### src/rtl/sevenseg_scan_ctrl.sv
// Scan controller for the 8-digit common-anode debug display: per-frame snapshot of the
// selected source, guard-cycle ghost blanking, brightness duty and leading-zero blanking.
module sevenseg_scan_ctrl #(
    parameter int SLOT_CYCLES = 8,
    parameter int NUM_DIGITS  = 8
) (
    input  logic                    clk_7seg,
    input  logic                    Rst,
    input  logic                    dbg_sel,
    input  logic [31:0]             dbg_data,
    input  logic [31:0]             mmio_data,
    input  logic                    lz_en,
    input  logic [2:0]              brightness,
    input  logic                    freeze,
    output logic [NUM_DIGITS-1:0]   an,
    output logic [6:0]              seg,
    output logic                    frame_done,
    output logic                    src_is_dbg
);

    localparam int SW = (SLOT_CYCLES > 1) ? $clog2(SLOT_CYCLES) : 1;
    localparam int DW = $clog2(NUM_DIGITS);
    localparam logic [SW-1:0] SLOT_LAST  = SW'(SLOT_CYCLES - 1);
    localparam logic [DW-1:0] DIGIT_LAST = DW'(NUM_DIGITS - 1);

    logic [DW-1:0]           digit, digit_n;
    logic [SW-1:0]           slot, slot_n;
    logic [4*NUM_DIGITS-1:0] snap, snap_n;
    logic [2:0]              bright_q, bright_n;
    logic                    src_n;
    logic                    slot_wrap, frame_end, load, lit, zero_above;
    logic [NUM_DIGITS-1:0]   blank;
    logic [3:0]              nibble;

    function automatic logic [6:0] hex7(input logic [3:0] n);
        unique case (n)
            4'h0: hex7 = 7'h01;  4'h1: hex7 = 7'h4F;  4'h2: hex7 = 7'h12;  4'h3: hex7 = 7'h06;
            4'h4: hex7 = 7'h4C;  4'h5: hex7 = 7'h24;  4'h6: hex7 = 7'h20;  4'h7: hex7 = 7'h0F;
            4'h8: hex7 = 7'h00;  4'h9: hex7 = 7'h04;  4'hA: hex7 = 7'h08;  4'hB: hex7 = 7'h60;
            4'hC: hex7 = 7'h31;  4'hD: hex7 = 7'h42;  4'hE: hex7 = 7'h30;  default: hex7 = 7'h38;
        endcase
    endfunction

    // Outputs are registered from the next state so they line up with (digit, slot) of the same cycle.
    always_comb begin
        slot_wrap = (slot == SLOT_LAST);
        frame_end = slot_wrap && (digit == DIGIT_LAST);
        slot_n    = slot_wrap ? '0 : slot + SW'(1);
        digit_n   = frame_end ? '0 : (slot_wrap ? digit + DW'(1) : digit);
        bright_n  = (slot == '0) ? brightness : bright_q;
        load      = frame_end && !freeze;
        snap_n    = load ? (dbg_sel ? dbg_data : mmio_data) : snap;
        src_n     = load ? dbg_sel : src_is_dbg;
    end

    // NOTE: every always_comb target gets a default first so no path can infer a latch.
    always_comb begin
        blank      = '0;
        zero_above = lz_en;
        for (int i = NUM_DIGITS - 1; i >= 1; i--) begin
            zero_above = zero_above && (snap_n[4*i +: 4] == 4'h0);
            blank[i]   = zero_above;
        end
        nibble = snap_n[{digit_n, 2'b00} +: 4];
        lit    = !blank[digit_n] && (slot_n != '0) && (9'(slot_n) <= 9'(bright_n));
    end

    // NOTE: state uses non-blocking assignments only; reset here is synchronous and active-high.
    always_ff @(posedge clk_7seg) begin
        if (Rst) begin
            digit      <= '0;
            slot       <= '0;
            snap       <= '0;
            bright_q   <= '0;
            src_is_dbg <= 1'b0;
            an         <= '1;
            seg        <= 7'h7F;
            frame_done <= 1'b0;
        end else begin
            digit      <= digit_n;
            slot       <= slot_n;
            snap       <= snap_n;
            bright_q   <= bright_n;
            src_is_dbg <= src_n;
            an         <= lit ? ~(NUM_DIGITS'(1) << digit_n) : '1;
            seg        <= lit ? hex7(nibble) : 7'h7F;
            frame_done <= (slot_n == SLOT_LAST) && (digit_n == DIGIT_LAST);
        end
    end

endmodule

### config.mk
export PLATFORM = sky130hd
export DESIGN_NAME = sevenseg_scan_ctrl
export DESIGN_NICKNAME = d
export VERILOG_FILES = /design/src/rtl/sevenseg_scan_ctrl.sv
export SDC_FILE = /design/constraint.sdc
export NUM_CORES = 1
export LEC_CHECK = 0
export ABC_AREA = 1
export CORE_MARGIN = 3
export CORE_UTILIZATION = 50
export DETAILED_ROUTE_END_ITERATION = 10
export PLACE_DENSITY_LB_ADDON = 0.1
export SLEW_MARGIN = 30
export SYNTH_ARGS = -nofsm -noshare
export SYNTH_HDL_FRONTEND = slang
export SYNTH_SLANG_ARGS = --single-unit
### constraint.sdc
create_clock -name clk_7seg -period 3.75 [get_ports clk_7seg]
set_input_delay 0.75 -clock clk_7seg [delete_from_list [all_inputs] [get_ports clk_7seg]]
set_output_delay 0.75 -clock clk_7seg [all_outputs]
set_load 0.02 [all_outputs]
==> results of run 1 <==
## flip-flops by register name, summed over array words and instances (netlist names)
register    cells
digit           3
slot            3
seg             7
bright_q        3
frame_done      1
src_is_dbg      1
snap           32
an              8
## report_power, final
group | switching (uW) | internal [uW] | total (uW)
sequential | 7.74 | 644 | 651
clock | 252 | 478 | 730
combinational | 139 | 144 | 282
total | 398 | 1270 | 1660
## cell families (layout without fill, tap and decap cells)
group	count (synthesis)	in the layout	synth area share, %
AO/OA/AOI/OAI	37	37	5.43
adder cells (fa/ha/maj)	16	16	5.60
buffers and inverters	73	161	9.66
flip-flops	58	58	32.5
multiplexers	2	2	0.560
AND/OR/NAND/NOR	394	394	46.3
## per-layer routing
layer | share of wire (%) | GRT usage [%]
met5 | 0 | 0
met4 | 2.2 | 8.42
met3 | 4.8 | 5.08
met2 | 48 | 41.1
met1 | 45 | 29.6
## layout by cell type (no fill, tap or decap), types with 5 or more instances in the layout
cell type        netlist  layout
nand2_1              258     258
clkdlybuf4s50_1        0      88
nor2_1                64      64
dfxtp_1               58      58
inv_1                 47      47
nand3_1               36      36
a21oi_1               22      22
nand2_2               18      18
ha_1                  16      16
clkbuf_8               0      11
o21ai_0               10      10
inv_2                  5       5
buf_4                  0       5
## cell type report
type	instances	area, um2	area share [%]
Tap cell	96	120	2.55
Timing Repair Buffer	93	918	19.5
Clock inverter	4	97.6	2.07
Clock buffer	12	155	3.29
Multi-Input combinational cell	449	2070	43.8
Inverter	52	195	4.14
Sequential cell	58	1160	24.6
## worst paths after layout
path | start | to | slack, ns
max | freeze | seg[6] | 0.65
min reg2reg | snap[26] | snap[26] | 0.47
min | snap[26] | snap[26] | 0.47
max reg2reg | slot[1] | seg[6] | 0.65
## through the flow
step | total power (uW) | instances | cell area, um2
6_report | 1660 | 764 | 4710
3_5_place_dp | 950 | 748 | 4460
4_1_cts | 1680 | 764 | 4710
3_3_place_gp | 943 | 748 | 4460
2_1_floorplan | 816 | 580 | 3570
5_1_grt | 1740 | 764 | 4710
## worst reg2reg max path: cells and delay by family (launching register included)
kind / cells / cell delay (ns)
and+or+nand+nor: 9 / 1.55
adders and majority gates: 3 / 0.76
DFF: 1 / 0.37
buffers and inverters: 4 / 0.21
AOI/OAI and AO/OA: 1 / 0.15
==> results.md, run 1 <==
- Outcome: finished clean
- Max_slew headroom: 59.2%
- Height of the die: 90.5 um
- Via density: 4.84
- CP Buf/Inv Count: 6
- CTS resizes: 0
- Hold buffers post-CTS: 0
- Most frequent cells after synthesis: nand2_1, nor2_1, dfxtp_1
- Crit path DAT: 3.38 ns
- Gr ovfl total: 0
- Setup TNS: 0 ns
- Hold Worst Slack: 0.472 ns
- Max Clock Freq: 0.323 GHz
- Post-Syn Area: 3570 um2
- Sequential fraction of the synthesis area: 32.5%
- Initial Utilization: 52.0%
- # setup viols final: 0
- Netlist cell types: 28
- First-pass GRT wire length: 16,100 um
- Worst slew pin tran: 0.612 ns
- WL per Instance: 12.5 um
- DR iter-0 viols: 178
- VDD IR max: 221 uV
- Main synth FF type: dfxtp_1
- CP max stage delay: 0.51 ns
- CP Max Fanout: 28
- Post-Route WL: 9520 um
- Ant diodes: 0
- Final core utilization: 68.6%
- Setup Crit Path Kind: in -> reg
- CTS tree: built
- WP data required: 4.03 ns
- FF-to-FF path depth: 17
- Share of cells above drive strength 1: 8.23%
- Async set-or-reset flop fraction in the synthesized netlist: 0%
- P&R area growth vs syn: 31.9%
- Pre-Repair DR Iteration Count: 5
- Layout Nets: 751
- RSZ-0062 raised after global routing: no
- CTS Root Cell: clkbuf_8
- Synthesized flop and latch total: 58
- Hold Path Cell Cnt: 2
- Largest net degree at the start of global routing: 38
- Initial antenna violation count: 0
- CP Cell Sequence: clkdlybuf4s50_1 -> inv_2 -> nand3_2 -> nand2_1 -> nand2_1 -> a21oi_1 -> inv_1 -> nor2_1 -> inv_1 -> nand2_1 -> ha_1 -> inv_1 -> nand3_1 -> nand3_1 -> nand2_1 -> inv_1 -> nand2_2
- Syn nets: 668
- Clock Skew: 0.00846 ns
- Vias: 3,700
- Yosys top cell area share: 32.5%
- Worst-path clk slew: 0.07 ns
- Highest-delay cell along the critical path: clkdlybuf4s50_1
- Routability cong.: 0.924
- Max Cap Violations: 0
- Top Family by Delay on Critical Path: simple AND/OR/NAND/NOR gates
- Pleak: 0.00235 uW
- Dpl hpwl: 7090 um
- Post-Synthesis Cells: 580
- Yosys top cell by area: dfxtp_1
- Core area: 6870 um2
- Maximum root-to-sink buffer count: 2
- Synth Area per Inst: 6.16 um2
- Row count: 30
- Crit path time final: 3.10 ns
- Gr usage total: 24.0%
- Final period utilization: 82.6%
- Setup ws final: 0.654 ns
- Hold Vio Cnt, Final: 0
- IO Count: 89
- ANT nets after route: 0
- Clk_lat worst skew: 0.34 ns
- Ys Warns: 0
- Hold crit path type: reg -> reg
- Die Footprint: 8200 um2
- Count of input and output buffers: 88
- Most common cell in the netlist: nand2_1
- PD cells: 353 nW/um2
- EDFF count, synth: 0
- Number of cells on the critical path: 17
- Critical path capture point type: flop
- CTS Buf Count: 9
- Vias in the first global route: 3,508
- CTS Sinks: 58
- Filler cells: 645
- Post-CTS setup repair buffer count: 0
- Die extent in x: 90.5 um
- Crit start category: input port
- Synth top area cells: dfxtp_1, nand2_1, nor2_1
- H-tree Lvls: 3
- Place WS: 0.354 ns
- Remaining DRCs: 0
- Max Slew Vio Count: 0
Power figures use the tool's default switching activity.
==> run 2, diff against run 1 <==
==> constraint.sdc (replaced) <==
create_clock -name clk_7seg -period 3 [get_ports clk_7seg]
set_input_delay 0.6 -clock clk_7seg [delete_from_list [all_inputs] [get_ports clk_7seg]]
set_output_delay 0.6 -clock clk_7seg [all_outputs]
set_load 0.02 [all_outputs]
==> run 2 against run 1 <==
Net effect:
- sequential share of layout area down 0.53 points
- combinational power rose by 29%
- hold slack barely moved
==> results.md, run 2 (same netlist as run 1, synthesis figures left out) <==
- Top flop regs: snap: 32 flops, an: 8 flops, seg: 7 flops
- Via density: 4.85
- Initial Utilization: 52.0%
- Filler cells: 631
- Pre-Repair DR Iteration Count: 4
- P&R area growth vs syn: 34.8%
- Largest reg by FF count: snap
- PD cells: 388 nW/um2
- CP Buf/Inv Count: 3
- CP max stage delay: 0.34 ns
- Core area: 6870 um2
- CTS Buf Count: 9
- Ant diodes: 0
- Layout Nets: 764
- Crit path DAT: 2.96 ns
- Max Cap Violations: 0
- Maximum root-to-sink buffer count: 2
- WL per Instance: 12.8 um
- Commonest non-fill, non-tap cell in the layout: nand2_1
- # setup viols final: 0
- Height of the die: 90.5 um
- RSZ-0062 raised after global routing: no
- Worst-path clk slew: 0.07 ns
- Dpl hpwl: 7300 um
- IO Count: 89
- Crit start category: flop
- Dpl cell area: 4550 um2
- Share of cells above drive strength 1: 10.4%
- Row count: 30
- Largest register FFs: 32
- Gr usage total: 24.0%
- First-pass GRT wire length: 16,300 um
- ANT nets after route: 0
- H-tree Lvls: 3
- Remaining DRCs: 0
- DR iter-0 viols: 205
- Outcome: finished clean
- Worst slew pin tran: 0.572 ns
- CTS tree: built
- Vias in the first global route: 3,490
- WP data required: 3.21 ns
- Max_slew headroom: 61.8%
- Critical path capture point type: flop
- Max Slew Vio Count: 0
- CTS Sinks: 58
- Setup TNS: 0 ns
- CP Max Fanout: 7
- Max Clock Freq: 0.364 GHz
- Clk_lat worst skew: 0.33 ns
- Hold buffers post-CTS: 0
- Final Cell Area: 4820 um2
- Top Family by Delay on Critical Path: simple AND/OR/NAND/NOR gates
- Die extent in x: 90.5 um
- Setup ws final: 0.254 ns
- HP Start: snap[27]
- Post-Route WL: 9970 um
- VDD IR max: 201 uV
- Routability cong.: 0.936
- Clock Skew: 0.00833 ns
- Count of input and output buffers: 88
- Gr ovfl total: 0
- R2R Path Start: digit[0]
- CTS Root Cell: clkbuf_8
- Most frequent cells in the layout: nand2_1, clkdlybuf4s50_1, nor2_1, dfxtp_1, inv_1
- Crit path launch: digit[0]
- Hold Vio Cnt, Final: 0
- Place WS: -0.0135 ns
- Setup Crit Path Kind: reg -> reg
- Highest-delay cell along the critical path: dfxtp_1
- Final period utilization: 91.5%
- Crit path time final: 2.75 ns
- Pleak: 0.00240 uW
- Vias: 3,765
- CP Cell Sequence: ha_1 -> ha_1 -> nand2_4 -> nand3_2 -> nand2_2 -> clkinvlp_4 -> nand2_1 -> nand3_1 -> nor2_1 -> inv_1 -> nand2_1 -> ha_1 -> inv_1 -> o21ai_0 -> nand2_1 -> nand2_2
- Largest net degree at the start of global routing: 36
- Die Footprint: 8200 um2
- Initial antenna violation count: 0
- Hold crit path type: reg -> reg
run 2: cell types whose count changed in the layout (fill, tap and decap cells not counted), moves of 2 or more:
| cell | change |
|---|---|
| buf_12 | +3 |
| buf_4 | +8 |
| clkbuf_8 | -2 |
| bufinv_16 | -2 |
| nor2_4 | +3 |
| clkinv_2 | +4 |
run 2: stage by stage:
step                total power [uW]  hold slack [ns]  util [%]  cells
global route                    1960            0.490      70.1    777
detailed placement              1200            0.463      66.3    757
finish                          1870            0.472      70.1    777
CTS                             1880            0.473      69.0    773
floorplan                       1020            0.448         -    580
global placement                1190            0.458      66.3    757
run 2: timing repair:
item                                    in CTS  in global routing
buffers inserted                             0                  2
endpoints found under the setup margin       0                 12
resized for setup                            0                  6
hold endpoints to repair                     0                  0
run 2: metal layers:
layer | vias up | track usage [%] | share of wire, %
met5 | - | 0 | 0
met4 | 0 | 6.76 | 1.9
met3 | 15 | 4.33 | 6.0
met2 | 108 | 41.4 | 48
met1 | 1673 | 30.6 | 44
li1 | 1969 | - | -
run 2: final cells by class:
cell class	count	area (um2)	share of cell area (%)
clock buffers	10	128	2.65
clock inverters	6	57.6	1.19
inverters	52	199	4.13
multi-input cells	451	2110	43.8
flip-flops and latches	58	1160	24.1
well taps	96	120	2.49
repair buffers	104	1040	21.6
run 2: power breakdown:
part           internal [uW]  switching [uW]
Combinational            186             179
Sequential               805            10.5
Clock                    377             310
Total                   1370             499
run 2: worst register-to-register path, stage by stage (launching register included):
cell and delay, ns:
dfxtp_1 0.34, ha_1 0.21, ha_1 0.25, nand2_4 0.20
nand3_2 0.19, nand2_2 0.14, clkinvlp_4 0.17, nand2_1 0.09
nand3_1 0.06, nor2_1 0.17, inv_1 0.06, nand2_1 0.14
ha_1 0.26, inv_1 0.08, o21ai_0 0.10, nand2_1 0.10
nand2_2 0.05
run 2: path summary, 6_finish.rpt:
| kind | cells past startpoint | to | slack [ns] |
|---|---|---|---|
| setup / recovery | 16 | seg[5] | 0.25 |
| hold / removal | 2 | snap[27] | 0.47 |
| setup reg to reg | 16 | seg[5] | 0.25 |
| hold reg to reg | 2 | snap[27] | 0.47 |
